--- src/rtl/segment_display_pkg.sv ---
// Shared types and constants for the segment display arbiter and the digit driver it feeds.
package segment_display_pkg;
   localparam int SEG_DIGIT_WIDTH = 6;

   typedef logic [5:0] digit_code_t;

   localparam digit_code_t SEG_CODE_BLANK = 6'h20;

   typedef enum logic [0:0] {IDLE = 1'b0, SHOW = 1'b1} state_t;
endpackage

--- src/rtl/segment_display_arbiter_rr_pick.sv ---
// Combinational round-robin picker: first requesting, non-excluded index after 'last', wrapping.
module rr_pick #(
   parameter int N  = 3,
   parameter int IW = (N > 1) ? $clog2(N) : 1
) (
   input  logic [N-1:0]  request,
   input  logic [IW-1:0] last,
   input  logic [N-1:0]  exclude,
   output logic [IW-1:0] winner,
   output logic          found
);
   int            idx;
   logic [IW-1:0] sel;

   always_comb begin
      winner = '0;
      found  = 1'b0;
      idx    = 0;
      sel    = '0;
      // last itself is visited last, so the current owner only wins when nobody else asks
      for (int k = 1; k <= N; k++) begin
         idx = int'(last) + k;
         if (idx >= N) idx = idx - N;
         sel = idx[IW-1:0];
         if (!found && request[sel] && !exclude[sel]) begin
            found  = 1'b1;
            winner = sel;
         end
      end
   end
endmodule

--- src/rtl/segment_display_arbiter.sv ---
// Round-robin owner selection of one shared 4-digit display with a minimum dwell per grant.
// Build option SEGMENT_ARBITER_PRIORITY_EN: a rising request[0] preempts any other owner.
//
// state | meaning
// IDLE  | nobody owns the display, digits blank
// SHOW  | grant[owner] set, dwell counter running or satisfied
module segment_display_arbiter
   import segment_display_pkg::*;
#(
   parameter int NUM_SOURCES = 3,
   parameter int NUM_DIGITS  = 4,
   parameter int DIGIT_WIDTH = SEG_DIGIT_WIDTH,
   parameter int DWELL_TICKS = 200
) (
   input  logic                                       clock,
   input  logic                                       reset,
   input  logic                                       tick,
   input  logic [NUM_SOURCES-1:0]                     request,
   input  logic [NUM_SOURCES*NUM_DIGITS*DIGIT_WIDTH-1:0] source_digits,
   output logic [DIGIT_WIDTH-1:0]                     digits [0:NUM_DIGITS-1],
   output logic [NUM_SOURCES-1:0]                     grant,
   output logic                                       grant_valid,
   output logic                                       dwell_done
);
   localparam int IW = (NUM_SOURCES > 1) ? $clog2(NUM_SOURCES) : 1;
   localparam int CW = $clog2(DWELL_TICKS + 1);
   localparam int FW = NUM_DIGITS * DIGIT_WIDTH;
   localparam logic [CW-1:0] RELOAD = CW'(DWELL_TICKS - 1);
   localparam logic [DIGIT_WIDTH-1:0] BLANK = DIGIT_WIDTH'(SEG_CODE_BLANK);
   localparam logic [0:0] S_IDLE = IDLE;
   localparam logic [0:0] S_SHOW = SHOW;

   logic [0:0]             state, state_nx;
   logic [IW-1:0]          last, last_nx, owner, owner_nx, pick_winner, take_src;
   logic [CW-1:0]          count, count_nx;
   logic [NUM_SOURCES-1:0] grant_nx;
   logic                   done_nx, pick_found, take, upd_last;

   rr_pick #(.N(NUM_SOURCES), .IW(IW)) u_pick (
      .request (request),
      .last    (last),
      .exclude (grant),
      .winner  (pick_winner),
      .found   (pick_found)
   );

`ifdef SEGMENT_ARBITER_PRIORITY_EN
   logic req0_q;

   always_ff @(posedge clock) begin
      if (reset) req0_q <= 1'b0;
      else       req0_q <= request[0];
   end
`endif

   always_comb begin
      state_nx = state;
      last_nx  = last;
      owner_nx = owner;
      count_nx = count;
      done_nx  = dwell_done;
      grant_nx = grant;
      take     = 1'b0;
      upd_last = 1'b1;
      take_src = pick_winner;
      if (state == S_IDLE) begin
         take = pick_found;
      end else if ((request & grant) == '0) begin
         // owner released: re-arbitrate now, a coincident tick is irrelevant
         take = pick_found;
         if (!pick_found) begin
            state_nx = S_IDLE;
            grant_nx = '0;
            count_nx = '0;
            done_nx  = 1'b0;
         end
      end else if (dwell_done && tick && pick_found) begin
         take = 1'b1;
      end else if (tick && count != '0) begin
         count_nx = count - CW'(1);
         done_nx  = (count == CW'(1));
      end
`ifdef SEGMENT_ARBITER_PRIORITY_EN
      // preemption leaves the pointer alone so rotation resumes where it was
      if (request[0] && !req0_q && state == S_SHOW && !grant[0]) begin
         take     = 1'b1;
         take_src = '0;
         upd_last = 1'b0;
      end
`endif
      if (take) begin
         state_nx = S_SHOW;
         grant_nx = NUM_SOURCES'(1) << take_src;
         owner_nx = take_src;
         count_nx = RELOAD;
         done_nx  = (DWELL_TICKS == 1);
         if (upd_last) last_nx = take_src;
      end
   end

   always_ff @(posedge clock) begin
      if (reset) begin
         state      <= S_IDLE;
         last       <= IW'(NUM_SOURCES - 1);
         owner      <= '0;
         count      <= '0;
         grant      <= '0;
         dwell_done <= 1'b0;
         for (int d = 0; d < NUM_DIGITS; d++) digits[d] <= BLANK;
      end else begin
         state      <= state_nx;
         last       <= last_nx;
         owner      <= owner_nx;
         count      <= count_nx;
         grant      <= grant_nx;
         dwell_done <= done_nx;
         // digits follow the next owner so they change on the same edge as grant
         for (int d = 0; d < NUM_DIGITS; d++)
            digits[d] <= (state_nx == S_IDLE) ? BLANK
                       : source_digits[int'(owner_nx)*FW + d*DIGIT_WIDTH +: DIGIT_WIDTH];
      end
   end

   assign grant_valid = (state == S_SHOW);
endmodule
--- config.mk ---
export PLATFORM = sky130hd
export DESIGN_NAME = segment_display_arbiter
export DESIGN_NICKNAME = d
export VERILOG_FILES = /design/src/rtl/segment_display_pkg.sv /design/src/rtl/segment_display_arbiter_rr_pick.sv /design/src/rtl/segment_display_arbiter.sv
export SDC_FILE = /design/constraint.sdc
export NUM_CORES = 1
export LEC_CHECK = 0
export CAP_MARGIN = 10
export CORE_ASPECT_RATIO = 0.7
export CORE_MARGIN = 5
export CORE_UTILIZATION = 50
export CTS_CLUSTER_DIAMETER = 120
export DETAILED_ROUTE_END_ITERATION = 8
export DONT_BUFFER_PORTS = 1
export PLACE_DENSITY = 0.69
export SKIP_LAST_GASP = 1
export SLEW_MARGIN = 10
export SYNTH_ARGS = -nofsm -noshare
export SYNTH_HDL_FRONTEND = slang
export SYNTH_SLANG_ARGS = --single-unit
--- constraint.sdc ---
create_clock -name clock -period 5.49 [get_ports clock]
set_input_delay 0.8235 -clock clock [delete_from_list [all_inputs] [get_ports clock]]
set_output_delay 0.8235 -clock clock [all_outputs]
set_load 0.005 [all_outputs]
* Yosys cells after proc, flatten, opt, wreduce, memory -nomap -nowiden *
Cells that the tools add are included.

cells by class
  add/sub/neg operators = 10
  multiply operators = 1
  magnitude comparators = 6
  eq/ne operators = 6
  shifts and indexed selects = 5
  muxes and demuxes = 43
  bitwise gates (word level) = 2
  reduce and logical (&&, ||, !) cells = 24

operators by type and width
  cell                                                                                  count
  72-bit by 32-bit variable part select with 6-bit output                               3
  72-bit by 9-bit variable part select with 6-bit output                                1
  8-bit two-way mux                                                                     6
  32-bit by 4-bit adder with 32-bit output (second input constant)                      1
  32-bit by 5-bit adder with 32-bit output (second input constant)                      1
  1-bit two-way mux                                                                     20
  2-bit two-way mux                                                                     7
  1-bit binary-select mux with 2-bit select                                             6
  3-bit two-way mux                                                                     4
  3-bit by 2-bit greater-or-equal comparator with 1-bit output (second input constant)  3
  2-bit by 3-bit less-than comparator with 1-bit output (second input constant)         3
  7-bit by 5-bit adder with 8-bit output (second input constant)                        1
  8-bit by 1-bit == test with 1-bit output (second input constant)                      1
  1-bit logical AND                                                                     8
  4-bit AND reduction                                                                   2
  8-bit nonzero test                                                                    1
  8-bit by 1-bit subtractor with 8-bit output (second input constant)                   1
  2-bit by 2-bit adder with 3-bit output (second input constant)                        2
  3-bit inequality test (second input constant)                                         2
  2-bit nonzero test                                                                    3
  2-bit by 1-bit subtractor with 2-bit output (second input constant)                   3
  1-bit logical NOT                                                                     5
  2-bit by 2-bit multiplier with 4-bit output (second input constant)                   1
  2-bit inequality test (second input constant)                                         2
  other kinds (9)                                                                       10

storage, ports and cells
  flip-flop bits (word level) = 41
  input bits = 78
  output and inout port bits = 29
  logic and storage cells = 108

* Depth between registers and ports, before layout *
  depth in word-level cells = 24
  gate-level depth with buffers = 19
  depth with buffers taken out = 15

* By module *
From an unflattened synthesis, not the netlist that was laid out.

second synthesis, totals
  cell total of the unflattened synthesis = 348
  area total of the unflattened synthesis = 3056.7 um2

modules (own cells, without submodules)
  module                   times used  cells each  area an instance (um2)  sequential area each (um2)
  segment_display_arbiter  1           310         2791.4                  820.8
  rr_pick                  1           38          265.3                   0.0

* Worst setup path before layout *
OpenSTA, ideal clock, no wires.

  path type = input-to-reg
  from = in request[0]
  to = reg digits[14] in the netlist's numbering
  setup time = 0.086 ns
  arrival = 4.452 ns
  required time = 5.404 ns
  slack = 0.953 ns
  stages on the path = 15
  path buffers = 3
  cells stage by stage = a222oi_1 -> nor2b_2 -> a31oi_4 -> mux2i_4 -> buf_2 -> buf_2 -> ha_1 -> nand2b_1 -> clkbuf_1 -> nor2_1 -> mux2_2 -> a2111oi_0 -> a31o_2 -> o2111ai_1 -> a211oi_1

on the way
  longest elaborated chain between the ends = 20
  elaborated cells on any way between the ends = 35
  those cells by class = 1 x add/sub; 1 x mul; 1 x shift; 20 x mux; 2 x bitwise; 10 x reduce/logical

ends and longest elaborated chain
  what                                                     line                                   source
  start: declaration                                       segment_display_arbiter.sv:18          input logic [NUM_SOURCES-1:0] request,
  1-bit binary-select mux with 2-bit select                segment_display_arbiter_rr_pick.sv:25  if (!found && request[sel] && !exclude[sel]) begin
  1-bit two-way mux (implied by the code)                  segment_display_arbiter_rr_pick.sv:25
  1-bit logical AND                                        segment_display_arbiter_rr_pick.sv:25
  1-bit two-way mux                                        segment_display_arbiter_rr_pick.sv:25
  1-bit logical NOT                                        segment_display_arbiter_rr_pick.sv:25
  1-bit logical AND (2 in a row)                           segment_display_arbiter_rr_pick.sv:25
  1-bit two-way mux                                        segment_display_arbiter_rr_pick.sv:25
  1-bit logical NOT                                        segment_display_arbiter_rr_pick.sv:25
  (+3 left out)                                            n/a
  1-bit logical AND                                        segment_display_arbiter.sv:77          end else if (dwell_done && tick && pick_found) begin
  1-bit two-way mux                                        segment_display_arbiter.sv:77
  1-bit two-way mux                                        segment_display_arbiter.sv:68          end else if ((request & grant) == '0) begin
  1-bit two-way mux                                        segment_display_arbiter.sv:66          if (state == S_IDLE) begin
  2-bit two-way mux                                        segment_display_arbiter.sv:91          if (take) begin
  2-bit by 2-bit multiplier with 4-bit output              segment_display_arbiter.sv:120         : source_digits[int'(owner_nx)*FW + d*DIGIT_WIDTH +: DIGIT_WIDTH];
  32-bit by 4-bit adder with 32-bit output                 segment_display_arbiter.sv:120
  72-bit by 32-bit variable part select with 6-bit output  segment_display_arbiter.sv:120
  end signal: indexed assignment                           segment_display_arbiter.sv:119         digits[d] <= (state_nx == S_IDLE) ? BLANK
  end: declaration                                         segment_display_arbiter.sv:20          output logic [DIGIT_WIDTH-1:0] digits [0:NUM_DIGITS-1],

Parallel ways exist; a longest one is shown, timed or not. The select of a mux whose other input is x is not followed.
A chain may end at the register's enable or synchronous reset.

* Final worst setup path *
  from = reg last[0]
  to = reg digits[14] in the netlist's numbering

on the way
  longest elaborated chain between the ends = 24
  elaborated cells on any way between the ends = 54
  those cells by class = 7 x add/sub; 1 x mul; 3 x order compare; 1 x shift; 29 x mux; 1 x bitwise; 12 x reduce/logical

ends and longest elaborated chain
  what                                                                                                                         line                                   source
  start: declaration                                                                                                           segment_display_arbiter.sv:34          logic [IW-1:0] last, last_nx, owner, owner_nx, pick_winner, take_src;
  start signal: assignment                                                                                                     segment_display_arbiter.sv:104         last <= IW'(NUM_SOURCES - 1);
  start signal: assignment                                                                                                     segment_display_arbiter.sv:112         last <= last_nx;
  2-bit by 1-bit adder with 3-bit output                                                                                       segment_display_arbiter_rr_pick.sv:22  idx = int'(last) + k;
  3-bit by 2-bit greater-or-equal comparator with 1-bit output or 2-bit by 1-bit subtractor with 2-bit output (tied branches)  segment_display_arbiter_rr_pick.sv:23  if (idx >= N) idx = idx - N;
  2-bit two-way mux                                                                                                            segment_display_arbiter_rr_pick.sv:23
  1-bit binary-select mux with 2-bit select                                                                                    segment_display_arbiter_rr_pick.sv:25
  1-bit two-way mux (implied by the code)                                                                                      segment_display_arbiter_rr_pick.sv:25
  1-bit logical NOT                                                                                                            segment_display_arbiter_rr_pick.sv:25
  1-bit logical AND                                                                                                            segment_display_arbiter_rr_pick.sv:25
  1-bit two-way mux                                                                                                            segment_display_arbiter_rr_pick.sv:25
  (+9 left out)                                                                                                                n/a
  1-bit two-way mux                                                                                                            segment_display_arbiter.sv:77
  1-bit two-way mux                                                                                                            segment_display_arbiter.sv:68
  1-bit two-way mux                                                                                                            segment_display_arbiter.sv:66
  2-bit two-way mux *                                                                                                          segment_display_arbiter.sv:91
  named net owner_nx[1]                                                                                                        segment_display_arbiter.sv:34
  2-bit by 2-bit multiplier with 4-bit output *                                                                                segment_display_arbiter.sv:120
  32-bit by 4-bit adder with 32-bit output *                                                                                   segment_display_arbiter.sv:120
  72-bit by 32-bit variable part select with 6-bit output *                                                                    segment_display_arbiter.sv:120

Mark *: on every way through the listed nets, which the timed path passes. The rest lies on a longest branch. The select of a mux whose other input is x is not followed.

==> flow_summary.ini <==
[layout]
areaGrowthSynthToFinish_pct = 5.920
final_cell_count_no_fill = 374
drive_above_1_share_pct = 13.25
mostFrequentLayoutCells = dfxtp_1 (41), nor2_1 (31), nand2_1 (27)
antennaDiodeCount = 0
final_nets = 387
final_common_cell = dfxtp_1

[clocking]
cts_tree = built
clk_pin_slew_ps = 80
cts.sinks = 41
cts_max_path_buffers = 2
root_buffer = clkbuf_8
insertion_delay_ps = 290
cts-buffers-inserted = 5
ctsHtreeMaxLevel = 2
post_cts_buffers = 0
cts_hold_buf = 0
cts_resized = 0

[setup_path]
path_max_fanout = 22
path_class = reg -> reg
worstPathArrival_ps = 5030
r2r_setup_slack_ps = 660
cp.required_ps = 5690
crit_path_start_kind = flip-flop
end_kind = flip-flop

[job]
cap_violations = 0

[yosys]
async_flop_share_pct = 0
synth_nets = 393
synth_enable_flop_cells = 0
yosysWarnings = 0
mappedNetlistArea_um2 = 2726
synth_cells = 307
yosys_register_bits = 41
synth.distinct_cells = 60
synth-seq-area-share_pct = 30.11
synth_area_per_cell_um2 = 8.881
synth_ff_type = dfxtp_1

[timing]
tightest_slew_ps = 810.8
fmax_ghz = 0.2070
final-setup-viol-count = 0
tns_ps = 0
slew_headroom_pct = 45.38
hold_viol_final = 0
finalCriticalPeriod_ps = 4832
finalCritPeriodShare_pct = 88.01
slew_violations = 0
fin_skew_ps = 6.894
rsz0062_at_grt = false

[placed_design]
hpwl_um = 5623
routabilityCongestion = 0.8941
dp_cells = 366
portBuffers = 0

[die]
die_area_um2 = 7053
initial_core_util_pct = 51.86
core-area_um2 = 5258
die_h_um = 71.78
rows = 22
ios = 107
fp.dieW_um = 98.26

[pwr]
p_sw_mw = 1.074
power_frac_clock_pct = 11.0
sw_frac_of_total_pct = 46.76
p_per_area_nw_per_um2 = 795.2
p_comb_share_pct = 68.0
seqPwrFrac_pct = 21.1
worst_ir_drop_vdd_uv = 303.1
internal_power_mw = 1.223
leakagePower_nw = 1.119

[global_routing]
grt_util_met3_pct = 7.490
overflow = 0
grt.met2_usage_pct = 31.00
grt_pass1_vias = 2342
grtUsageTotal_pct = 20.68
antenna_found_initial = 0
grt_max_degree = 27
busiest_layer = met2
grt_pass1_wl_um = 11900
met1_usage_pct = 28.84

[detailed_routing]
drt_iter0_drc = 150
wl_per_cell_um = 19.83
drc_errors = 0
vias = 2394
drt_wl_total_um = 7417
vias_per_cell = 6.401
final_antenna_net_count = 0
firstDrtPassIters = 4

[hold_path]
hold_path.class = reg -> reg

[status]
outcome = finished clean
==> synth_stat cells (3+ instances only) <==
library cell	number	area share (%)
mux2_2	6	2.5
a211oi_1	8	2.2
inv_1	10	1.4
buf_2	9	1.7
mux2i_1	13	4.8
nand3_1	3	0.55
ha_1	8	3.7
o31ai_1	3	0.83
o221ai_1	5	1.6
nor2b_1	6	1.4
nor3_1	11	2.0
a21boi_0	4	1.1
nand2b_1	8	1.8
nor2_1	31	4.3
clkbuf_1	8	1.1
mux4_2	11	9.1
o22ai_1	13	3.0
and3_1	3	0.69
or3_1	3	0.69
and2_1	4	0.92
a21oi_1	16	2.9
o21ai_0	5	0.92
nor4bb_1	3	1.1
a31oi_1	4	0.92
dfxtp_1	41	30
nand2_1	27	3.7
==> flip-flops by register name (all words and copies together) (netlist names) <==
register     count
count            8
dwell_done       1
grant            3
grant_valid      1
digits          24
owner            2
last             2
==> metal layers <==
| metal | wire length (um) | up-vias |
|---|---|---|
| met5 | 0 | - |
| met4 | 40 | 0 |
| met3 | 719 | 5 |
| met2 | 3295 | 113 |
| met1 | 3361 | 1131 |
| li1 | - | 1145 |
==> cells by family after synthesis <==
logic type,count (synthesis),share of synthesized area (%)
and+or+nand+nor,112,20.84
AOI/OAI and AO/OA,81,21.48
DFF,41,30.11
muxes,32,18.13
buffers and inverters,30,4.819
adders and majority gates,8,3.672
xor gates and xnor gates,3,0.9639
==> power groups by stage <==
stage	Sequential (mW)	Clock, mW	Combinational (mW)
after detailed placement	0.491	0	1.54
final	0.484	0.252	1.56
after global routing	0.496	0.271	1.73
after floorplan	0.462	0	1.29
after CTS	0.485	0.257	1.56
after global placement	0.490	0	1.53
==> worst paths after layout <==
check	startpoint	end	cells after the start
max	last[0]	digits[14]	16
min	count[2]	count[2]	2
max reg2reg	last[0]	digits[14]	16
min reg2reg	count[2]	count[2]	2
==> metrics by stage <==
step	util, %	cell area [um^2]	hold WS, ps	worst slack (ps)	power [mW]
CTS	54.93	2888	518.2	693.7	2.300
floorplan	-	2726	473.2	952.6	1.754
detailed placement	52.71	2771	504.1	736.1	2.034
finish	54.93	2888	520.7	658.4	2.296
global route	54.93	2888	552.0	214.2	2.500
global placement	52.71	2771	502.5	997.3	2.024
==> final cells by class <==
| cell class | instances | area [um^2] |
|---|---|---|
| Timing Repair Buffer | 5 | 37.54 |
| Clock buffer | 7 | 86.33 |
| Inverter | 12 | 45.04 |
| Multi-Input combinational cell | 236 | 1778 |
| Tap cell | 72 | 90.09 |
| Clock inverter | 1 | 30.03 |
| Sequential cell | 41 | 820.8 |
| Fill cell | 487 | 2370 |
==> critical path: stages, from the launching register on <==
cell       delay (ps)
dfxtp_1           450
inv_1             140
ha_1              530
nor4bb_1          410
a311oi_1          180
a31oi_4           540
nor2_1            100
nor2_2            310
ha_1              210
buf_4             290
nand2b_1          340
nor2_1             90
mux2_2            270
a2111oi_0         400
a31o_2            170
o2111ai_1         110
a211oi_1          220
(Power assumes the default switching activity.)
